==> config.mk <==
export PLATFORM = sky130hd
export DESIGN_NAME = main_control_fsm_flat
export DESIGN_NICKNAME = d
export VERILOG_FILES = /design/src/rtl/main_control_fsm_pkg.sv /design/src/rtl/main_control_fsm_if.sv /design/src/rtl/main_control_fsm_mem_wait_timer.sv /design/src/rtl/main_control_fsm.sv /design/src/flat_wrapper.sv
export SDC_FILE = /design/constraint.sdc
export NUM_CORES = 1
export LEC_CHECK = 0
export ABC_AREA = 1
export BUFFER_PORTS_ARGS = -buffer_cell sky130_fd_sc_hd__clkbuf_2
export CORE_AREA = 10 10 60 62
export DETAILED_ROUTE_END_ITERATION = 6
export DIE_AREA = 0 0 70 72
export GPL_TIMING_DRIVEN = 0
export SLEW_MARGIN = 20
export SYNTH_ARGS = -nofsm -noshare
export SYNTH_HDL_FRONTEND = slang
export SYNTH_SLANG_ARGS = --single-unit
==> constraint.sdc <==
create_clock -name clk -period 2.4 [get_ports clk]
set_input_delay 0.12 -clock clk [delete_from_list [all_inputs] [get_ports clk]]
set_output_delay 0.12 -clock clk [all_outputs]
set_load 0.01 [all_outputs]
==> src/rtl/main_control_fsm_pkg.sv <==
// Shared definitions for the multicycle main control unit: opcode map, ALUOp codes
// (also consumed by the ALU control decoder), datapath select encodings, state encoding
// and the bundle of control outputs.
package main_control_fsm_pkg;

    // Instruction opcodes (IR[15:12])
    localparam logic [3:0] OP_LW    = 4'b0000;
    localparam logic [3:0] OP_SW    = 4'b0001;
    localparam logic [3:0] OP_RT_LO = 4'b0010;
    localparam logic [3:0] OP_RT_HI = 4'b1001;
    localparam logic [3:0] OP_BEQ   = 4'b1011;
    localparam logic [3:0] OP_BNE   = 4'b1100;
    localparam logic [3:0] OP_JMP   = 4'b1101;

    // ALUOp handed to the ALU control decoder
    localparam logic [1:0] ALUOP_ADD  = 2'b10;
    localparam logic [1:0] ALUOP_SUB  = 2'b01;
    localparam logic [1:0] ALUOP_FUNC = 2'b00;

    // PC source mux
    localparam logic [1:0] PCSRC_ALU    = 2'b00;
    localparam logic [1:0] PCSRC_ALUOUT = 2'b01;
    localparam logic [1:0] PCSRC_JUMP   = 2'b10;

    // ALU operand B mux
    localparam logic [1:0] SRCB_REGB  = 2'b00;
    localparam logic [1:0] SRCB_ONE   = 2'b01;
    localparam logic [1:0] SRCB_IMM   = 2'b10;
    localparam logic [1:0] SRCB_SHIFT = 2'b11;

    // Sticky fault codes
    localparam logic [1:0] FAULT_NONE    = 2'b00;
    localparam logic [1:0] FAULT_MEM_TMO = 2'b01;
    localparam logic [1:0] FAULT_ILLEGAL = 2'b10;

    typedef enum logic [3:0] {
        S_FETCH  = 4'd0,
        S_DECODE = 4'd1,
        S_MEMADR = 4'd2,
        S_MEMRD  = 4'd3,
        S_MEMWB  = 4'd4,
        S_MEMWR  = 4'd5,
        S_EXEC   = 4'd6,
        S_ALUWB  = 4'd7,
        S_BRANCH = 4'd8,
        S_JUMP   = 4'd9,
        S_HALT   = 4'd10
    } state_t;

    typedef enum logic [2:0] {
        CLS_MEM,
        CLS_RTYPE,
        CLS_BRANCH,
        CLS_JUMP,
        CLS_ILLEGAL
    } op_class_t;

    // All control outputs except the sticky fault code
    typedef struct packed {
        logic       mem_req;
        logic       mem_read;
        logic       mem_write;
        logic       i_or_d;
        logic       ir_write;
        logic       pc_write;
        logic       pc_write_cond;
        logic       branch_ne;
        logic [1:0] pc_source;
        logic       alu_src_a;
        logic [1:0] alu_src_b;
        logic [1:0] alu_op;
        logic       reg_write;
        logic       reg_dst;
        logic       mem_to_reg;
        logic       halted;
    } ctrl_t;

    function automatic op_class_t op_class(input logic [3:0] op);
        op_class_t cls;
        if (op == OP_LW || op == OP_SW) begin
            cls = CLS_MEM;
        end else if (op >= OP_RT_LO && op <= OP_RT_HI) begin
            cls = CLS_RTYPE;
        end else if (op == OP_BEQ || op == OP_BNE) begin
            cls = CLS_BRANCH;
        end else if (op == OP_JMP) begin
            cls = CLS_JUMP;
        end else begin
            cls = CLS_ILLEGAL;
        end
        return cls;
    endfunction

endpackage

==> src/rtl/main_control_fsm_if.sv <==
// Control bundle between the main control FSM (master) and the datapath/memory (slave).
interface main_control_fsm_if #(
    parameter int unsigned OPCODE_W = 4
);
    logic [OPCODE_W-1:0] opcode;
    logic                mem_ready;
    logic                mem_req;
    logic                mem_read;
    logic                mem_write;
    logic                i_or_d;
    logic                ir_write;
    logic                pc_write;
    logic                pc_write_cond;
    logic                branch_ne;
    logic [1:0]          pc_source;
    logic                alu_src_a;
    logic [1:0]          alu_src_b;
    logic [1:0]          alu_op;
    logic                reg_write;
    logic                reg_dst;
    logic                mem_to_reg;
    logic                halted;
    logic [1:0]          fault;

    modport master (
        input  opcode, mem_ready,
        output mem_req, mem_read, mem_write, i_or_d, ir_write, pc_write, pc_write_cond,
               branch_ne, pc_source, alu_src_a, alu_src_b, alu_op, reg_write, reg_dst,
               mem_to_reg, halted, fault
    );

    modport slave (
        output opcode, mem_ready,
        input  mem_req, mem_read, mem_write, i_or_d, ir_write, pc_write, pc_write_cond,
               branch_ne, pc_source, alu_src_a, alu_src_b, alu_op, reg_write, reg_dst,
               mem_to_reg, halted, fault
    );
endinterface

==> src/rtl/main_control_fsm_mem_wait_timer.sv <==
// Wait-state counter for memory accesses. Counts cycles spent in a memory state without
// mem_ready and flags a timeout when the count sits at MEM_TIMEOUT and ready is still low.
module main_control_fsm_mem_wait_timer #(
    parameter int unsigned MEM_TIMEOUT = 15,
    parameter int unsigned TMO_W       = 8
) (
    input  logic clk_i,
    input  logic rst_i,
    input  logic active_i,
    input  logic ready_i,
    output logic timeout_o
);
    localparam logic [TMO_W-1:0] Limit = TMO_W'(MEM_TIMEOUT);

    logic [TMO_W-1:0] count_q, count_d;
    logic             waiting;

    assign waiting = active_i && !ready_i;

    // Count while waiting; any completion or non-memory state clears it, which gives a
    // fresh count on every entry into a memory state.
    always_comb begin
        count_d = '0;
        if (waiting) begin
            count_d = (count_q == Limit) ? count_q : count_q + TMO_W'(1);
        end
    end

    // Counter register
    always_ff @(posedge clk_i or posedge rst_i) begin
        if (rst_i) begin
            count_q <= '0;
        end else begin
            count_q <= count_d;
        end
    end

    // Ready arriving at the limit still completes the access
    assign timeout_o = waiting && (count_q == Limit);

endmodule

==> src/rtl/main_control_fsm.sv <==
// Multicycle main control unit for the 16-bit datapath. Sequences fetch/decode/execute/
// memory/writeback and drives every datapath enable and select plus ALUOp.
// Build option: define ILLEGAL_TRAP_EN to trap illegal opcodes into HALT with fault 10;
// otherwise illegal opcodes execute as NOPs.
module main_control_fsm
    import main_control_fsm_pkg::*;
#(
    parameter int unsigned OPCODE_W    = 4,
    parameter int unsigned MEM_TIMEOUT = 15,
    parameter int unsigned TMO_W       = 8
) (
    input logic                clk,
    input logic                rst,
    main_control_fsm_if.master bus_io
);

    state_t              state_q, state_d;
    logic [1:0]          fault_q, fault_d;
    ctrl_t               ctrl;
    logic [OPCODE_W-1:0] opcode;
    logic                mem_active;
    logic                timeout;

    assign opcode     = bus_io.opcode;
    assign mem_active = (state_q == S_FETCH) || (state_q == S_MEMRD) || (state_q == S_MEMWR);

    main_control_fsm_mem_wait_timer #(
        .MEM_TIMEOUT(MEM_TIMEOUT),
        .TMO_W      (TMO_W)
    ) u_mem_wait_timer (
        .clk_i    (clk),
        .rst_i    (rst),
        .active_i (mem_active),
        .ready_i  (bus_io.mem_ready),
        .timeout_o(timeout)
    );

    // Next-state and Moore output decode; only FETCH's IR/PC writes look at mem_ready
    always_comb begin
        state_d = state_q;
        fault_d = fault_q;
        ctrl    = '0;
        unique case (state_q)
            S_FETCH: begin
                ctrl.mem_req   = 1'b1;
                ctrl.mem_read  = 1'b1;
                ctrl.alu_src_b = SRCB_ONE;
                ctrl.alu_op    = ALUOP_ADD;
                ctrl.pc_source = PCSRC_ALU;
                if (bus_io.mem_ready) begin
                    ctrl.ir_write = 1'b1;
                    ctrl.pc_write = 1'b1;
                    state_d       = S_DECODE;
                end else if (timeout) begin
                    state_d = S_HALT;
                    fault_d = FAULT_MEM_TMO;
                end
            end
            S_DECODE: begin
                // Speculatively compute the branch target
                ctrl.alu_src_b = SRCB_SHIFT;
                ctrl.alu_op    = ALUOP_ADD;
                unique case (op_class(opcode))
                    CLS_MEM:    state_d = S_MEMADR;
                    CLS_RTYPE:  state_d = S_EXEC;
                    CLS_BRANCH: state_d = S_BRANCH;
                    CLS_JUMP:   state_d = S_JUMP;
                    default: begin
`ifdef ILLEGAL_TRAP_EN
                        state_d = S_HALT;
                        fault_d = FAULT_ILLEGAL;
`else
                        state_d = S_FETCH;
`endif
                    end
                endcase
            end
            S_MEMADR: begin
                ctrl.alu_src_a = 1'b1;
                ctrl.alu_src_b = SRCB_IMM;
                ctrl.alu_op    = ALUOP_ADD;
                state_d        = (opcode == OP_LW) ? S_MEMRD : S_MEMWR;
            end
            S_MEMRD: begin
                ctrl.mem_req  = 1'b1;
                ctrl.mem_read = 1'b1;
                ctrl.i_or_d   = 1'b1;
                if (bus_io.mem_ready) begin
                    state_d = S_MEMWB;
                end else if (timeout) begin
                    state_d = S_HALT;
                    fault_d = FAULT_MEM_TMO;
                end
            end
            S_MEMWB: begin
                ctrl.reg_write  = 1'b1;
                ctrl.mem_to_reg = 1'b1;
                state_d         = S_FETCH;
            end
            S_MEMWR: begin
                ctrl.mem_req   = 1'b1;
                ctrl.mem_write = 1'b1;
                ctrl.i_or_d    = 1'b1;
                if (bus_io.mem_ready) begin
                    state_d = S_FETCH;
                end else if (timeout) begin
                    state_d = S_HALT;
                    fault_d = FAULT_MEM_TMO;
                end
            end
            S_EXEC: begin
                ctrl.alu_src_a = 1'b1;
                ctrl.alu_src_b = SRCB_REGB;
                ctrl.alu_op    = ALUOP_FUNC;
                state_d        = S_ALUWB;
            end
            S_ALUWB: begin
                ctrl.reg_write = 1'b1;
                ctrl.reg_dst   = 1'b1;
                state_d        = S_FETCH;
            end
            S_BRANCH: begin
                ctrl.alu_src_a     = 1'b1;
                ctrl.alu_src_b     = SRCB_REGB;
                ctrl.alu_op        = ALUOP_SUB;
                ctrl.pc_write_cond = 1'b1;
                ctrl.pc_source     = PCSRC_ALUOUT;
                ctrl.branch_ne     = (opcode == OP_BNE);
                state_d            = S_FETCH;
            end
            S_JUMP: begin
                ctrl.pc_write  = 1'b1;
                ctrl.pc_source = PCSRC_JUMP;
                state_d        = S_FETCH;
            end
            S_HALT: begin
                ctrl.halted = 1'b1;
            end
            default: begin
                state_d = S_FETCH;
            end
        endcase
        // Reset is asynchronous to the outputs too, so an in-flight request drops at once
        if (rst) begin
            ctrl = '0;
        end
    end

    // State and sticky fault registers
    always_ff @(posedge clk or posedge rst) begin
        if (rst) begin
            state_q <= S_FETCH;
            fault_q <= FAULT_NONE;
        end else begin
            state_q <= state_d;
            fault_q <= fault_d;
        end
    end

    assign bus_io.mem_req       = ctrl.mem_req;
    assign bus_io.mem_read      = ctrl.mem_read;
    assign bus_io.mem_write     = ctrl.mem_write;
    assign bus_io.i_or_d        = ctrl.i_or_d;
    assign bus_io.ir_write      = ctrl.ir_write;
    assign bus_io.pc_write      = ctrl.pc_write;
    assign bus_io.pc_write_cond = ctrl.pc_write_cond;
    assign bus_io.branch_ne     = ctrl.branch_ne;
    assign bus_io.pc_source     = ctrl.pc_source;
    assign bus_io.alu_src_a     = ctrl.alu_src_a;
    assign bus_io.alu_src_b     = ctrl.alu_src_b;
    assign bus_io.alu_op        = ctrl.alu_op;
    assign bus_io.reg_write     = ctrl.reg_write;
    assign bus_io.reg_dst       = ctrl.reg_dst;
    assign bus_io.mem_to_reg    = ctrl.mem_to_reg;
    assign bus_io.halted        = ctrl.halted;
    assign bus_io.fault         = fault_q;

endmodule

==> src/flat_wrapper.sv <==
// flat-port wrapper written by rule: the top's interface ports become plain ports
module main_control_fsm_flat import main_control_fsm_pkg::*;
#(
    parameter int unsigned OPCODE_W    = 4,
    parameter int unsigned MEM_TIMEOUT = 15,
    parameter int unsigned TMO_W       = 8
)
  (clk, rst, bus_io_opcode, bus_io_mem_ready, bus_io_mem_req, bus_io_mem_read, bus_io_mem_write, bus_io_i_or_d, bus_io_ir_write, bus_io_pc_write, bus_io_pc_write_cond, bus_io_branch_ne, bus_io_pc_source, bus_io_alu_src_a, bus_io_alu_src_b, bus_io_alu_op, bus_io_reg_write, bus_io_reg_dst, bus_io_mem_to_reg, bus_io_halted, bus_io_fault);
  main_control_fsm_if #(.OPCODE_W(OPCODE_W)) bus_io_i ();
  input logic clk;
  input logic rst;
  input wire logic [$bits(bus_io_i.opcode)-1:0] bus_io_opcode;
  input wire logic [$bits(bus_io_i.mem_ready)-1:0] bus_io_mem_ready;
  output wire logic [$bits(bus_io_i.mem_req)-1:0] bus_io_mem_req;
  output wire logic [$bits(bus_io_i.mem_read)-1:0] bus_io_mem_read;
  output wire logic [$bits(bus_io_i.mem_write)-1:0] bus_io_mem_write;
  output wire logic [$bits(bus_io_i.i_or_d)-1:0] bus_io_i_or_d;
  output wire logic [$bits(bus_io_i.ir_write)-1:0] bus_io_ir_write;
  output wire logic [$bits(bus_io_i.pc_write)-1:0] bus_io_pc_write;
  output wire logic [$bits(bus_io_i.pc_write_cond)-1:0] bus_io_pc_write_cond;
  output wire logic [$bits(bus_io_i.branch_ne)-1:0] bus_io_branch_ne;
  output wire logic [$bits(bus_io_i.pc_source)-1:0] bus_io_pc_source;
  output wire logic [$bits(bus_io_i.alu_src_a)-1:0] bus_io_alu_src_a;
  output wire logic [$bits(bus_io_i.alu_src_b)-1:0] bus_io_alu_src_b;
  output wire logic [$bits(bus_io_i.alu_op)-1:0] bus_io_alu_op;
  output wire logic [$bits(bus_io_i.reg_write)-1:0] bus_io_reg_write;
  output wire logic [$bits(bus_io_i.reg_dst)-1:0] bus_io_reg_dst;
  output wire logic [$bits(bus_io_i.mem_to_reg)-1:0] bus_io_mem_to_reg;
  output wire logic [$bits(bus_io_i.halted)-1:0] bus_io_halted;
  output wire logic [$bits(bus_io_i.fault)-1:0] bus_io_fault;
  assign bus_io_i.opcode = bus_io_opcode;
  assign bus_io_i.mem_ready = bus_io_mem_ready;
  assign bus_io_mem_req = bus_io_i.mem_req;
  assign bus_io_mem_read = bus_io_i.mem_read;
  assign bus_io_mem_write = bus_io_i.mem_write;
  assign bus_io_i_or_d = bus_io_i.i_or_d;
  assign bus_io_ir_write = bus_io_i.ir_write;
  assign bus_io_pc_write = bus_io_i.pc_write;
  assign bus_io_pc_write_cond = bus_io_i.pc_write_cond;
  assign bus_io_branch_ne = bus_io_i.branch_ne;
  assign bus_io_pc_source = bus_io_i.pc_source;
  assign bus_io_alu_src_a = bus_io_i.alu_src_a;
  assign bus_io_alu_src_b = bus_io_i.alu_src_b;
  assign bus_io_alu_op = bus_io_i.alu_op;
  assign bus_io_reg_write = bus_io_i.reg_write;
  assign bus_io_reg_dst = bus_io_i.reg_dst;
  assign bus_io_mem_to_reg = bus_io_i.mem_to_reg;
  assign bus_io_halted = bus_io_i.halted;
  assign bus_io_fault = bus_io_i.fault;
  main_control_fsm #(.OPCODE_W(OPCODE_W), .MEM_TIMEOUT(MEM_TIMEOUT), .TMO_W(TMO_W)) u_core (.clk(clk), .rst(rst), .bus_io(bus_io_i));
endmodule
==> results.cfg <==
[clock_network]
clkLatencyLatePin_ns = 0.27
cts_tree = built
postCtsSetupBuffers = 0
clk_pin_slew_ns = 0.07
cts_buffers = 3
cts_root_buf = clkbuf_4
cts_htree_levels = 1
clockBufferDepth = 2
clkSinkCount = 13

[setup_path]
crit_type = in -> out
cp-start-kind = input port
crit_path_end_kind = output pin
slowest_stage = dlygate4sd3_1
worstPathRequired_ns = 2.28
cp_max_fo = 17
critPathMostFrequentCell = clkbuf_2
critical-path-max-stage-delay_ns = 0.54
arrival_ns = 1.78
crit_chain = dlygate4sd3_1 > clkbuf_2 > clkinvlp_4 > nand2_1 > nor2_4 > inv_2 > nor3b_2 > clkbuf_2

[detailed_routing]
drcViolationCount = 0
ant_nets = 0
drt_pass1_iterations = 6
vias = 931
drtIter0Drc = 29
drt-vias-per-instance = 4.586
wl_per_cell_um = 11.39
wl_um = 2312

[yosys]
syn_inst = 142
ys_ff_latch = 13
postSynthAreaPerCell_um2 = 7.023
ys_seq_area_frac = 0.3262
synth_cell_types = 30
syn_nets = 150
synth_area_um2 = 997.2
yosysWarningCount = 0

[global_route]
first_global_vias = 887
grt_usage = 0.09173
grt_max_degree = 18
met2_usage = 0.1370
use_met3 = 0.03401
antenna_found_initial = 0
grt-ovfl-total = 0
grt-busiest-layer = met2
grt_pass1_wl_um = 4057
grt_use_met1 = 0.1217

[final_layout]
seqCellArea_um2 = 325.3
fin_nets = 182
multi_input_area_um2 = 584.3
area_growth_pct = 20.83
num_antenna_cells = 0
postLayoutCellArea_mm2 = 0.001205
fill_cells = 246
layout-drive-gt1-share = 0.3468

[floorplan]
dieArea_mm2 = 0.005040
core_mm2 = 0.002432
chipWidth_um = 70
die_y_um = 72
io_pins = 28
start_util = 0.4100
rows = 18

[placed_design]
placement.cell_area_mm2 = 0.001165
io_buffers = 26
routabilityCongestion = 0.8383
hpwl_um = 1859

[pwr]
p_leak_uw = 0.0006191
peakVddDrop_v = 0.0005362
power_density_mw_per_mm2 = 793.7

[sta]
period_minus_slack_ns = 1.900
slew_violations = 0
setup_tns_ns = 0
rsz0062_at_grt = no
skew_ns = 0.004526
period_share = 0.7915
final-setup-viol-count = 0
max_freq_ghz = 0.5264
finalHoldViolations = 0
timing.hold.ws_ns = 0.2258

[worst_hold_path]
hold_path_class = in -> reg

[status]
outcome = finished, final reports clean

[flow_run]
maxCapViolations = 0
worst max-delay path: cells and delay by family:
family	cells	cell delay, ns
AND/OR/NAND/NOR	3	0.49
buffers and inverters	5	1.17
layer usage:
metal | part of all wire | vias up
li1 | - | 504
met1 | 0.51 | 398
met2 | 0.40 | 29
met3 | 0.087 | 0
met4 | 0 | 0
met5 | 0 | -
worst paths after layout:
kind | slack [ns] | to | from | cells after the start
worst min register to register | 0.48 | u_core.bus_io.fault[0]$_DFFE_PP0P_ | u_core.bus_io.fault[0]$_DFFE_PP0P_ | 2
worst max-delay path | 0.50 | bus_io_branch_ne | rst | 8
worst max register to register | 1.01 | u_core.state_q[2]$_DFFE_PP0P_ | u_core.u_mem_wait_timer.count_q[0]$_DFFE_PP0N_ | 6
min in group asynchronous | 0.42 | u_core.state_q[0]$_DFFE_PP0P_ | rst | 3
worst min-delay path | 0.23 | u_core.state_q[3]$_DFFE_PP0P_ | bus_io_opcode[1] | 4
max in group asynchronous | 1.75 | u_core.state_q[1]$_DFFE_PP0P_ | rst | 3
report_power, final:
part	internal, µW	switching [µW]
Combinational	181	342
Sequential	255	43.8
Clock	64.4	69.7
Total	501	456
synthesized netlist by cell type:
library cell  number  area share
a21oi_1            3       0.015
a21oi_2            3       0.026
a31oi_1            1      0.0063
buf_2              1      0.0050
buf_4              3       0.023
conb_1             1      0.0038
dfrtp_1           13        0.33
ha_1               1       0.013
inv_1             11       0.041
inv_2              5       0.019
nand2_1           35        0.13
nand2_2            3       0.019
nand2_4            1       0.011
nand3_1            9       0.045
nand3_2            1       0.010
nand3_4            1       0.018
nand3b_1           1      0.0075
nand4_1            1      0.0063
nor2_1            24       0.090
nor2_2             8       0.050
nor2_4             1       0.011
nor3_1             1      0.0050
nor3_2             1       0.010
nor3b_2            1       0.013
o21ai_0            2       0.010
o21ai_2            1      0.0088
o21bai_1           1      0.0075
o22ai_1            1      0.0063
xnor2_1            1      0.0088
xor2_1             6       0.053
timing repair:
action | CTS | global route
resized for setup | 0 | 1
endpoints found under the hold margin | 13 | 0
hold buffers | 1 | 0
setup endpoints to repair | 0 | 1
cells by family (layout without fill, tap and decap cells):
logic type,count (synthesis),after routing,synth area share
other,1,1,0.003761
flip-flops,13,13,0.3262
buffers and inverters,20,51,0.08783
XOR/XNOR,7,7,0.06148
adder cells (fa/ha/maj),1,1,0.01255
AO/OA/AOI/OAI,12,12,0.08031
AND/OR/NAND/NOR,88,88,0.4279
layout make-up:
type,count,area share
Clock buffer,4,0.02181
Multi-Input combinational cell,109,0.4849
Inverter,16,0.05296
Timing Repair Buffer,27,0.1163
Sequential cell,13,0.2700
Tap cell,30,0.03115
Buffer,4,0.02285
flip-flops by register name (all words and copies together) (netlist names):
signal and count:
u_core.u_mem_wait_timer.count_q 8, u_core.state_q 4, u_core.bus_io.fault 1
cells in the final DEF (no fill, tap or decap), types with 2 or more instances in the layout:
master    netlist  layout
buf_4           3       3
nor2_1         24      24
clkbuf_4        0       3
inv_1          11      10
dfrtp_1        13      13
o21ai_0         2       2
clkbuf_2        0      26
a21oi_1         3       3
nand3_1         9       9
inv_2           5       5
a21oi_2         3       3
xor2_1          6       6
nand2_1        35      35
nor2_2          8       8
nand2_2         3       3
per-stage QoR:
step	worst slack, ns	instances	utilization	power, µW
finish	0.5004	203	0.4954	956.4
global route	0.3102	203	0.4954	1049
global placement	0.7692	198	0.4789	823.6
detailed placement	0.7401	198	0.4789	826.8
floorplan	1.112	142	-	688.9
CTS	0.1986	203	0.4938	965.1
Power figures use the tool's default switching activity.
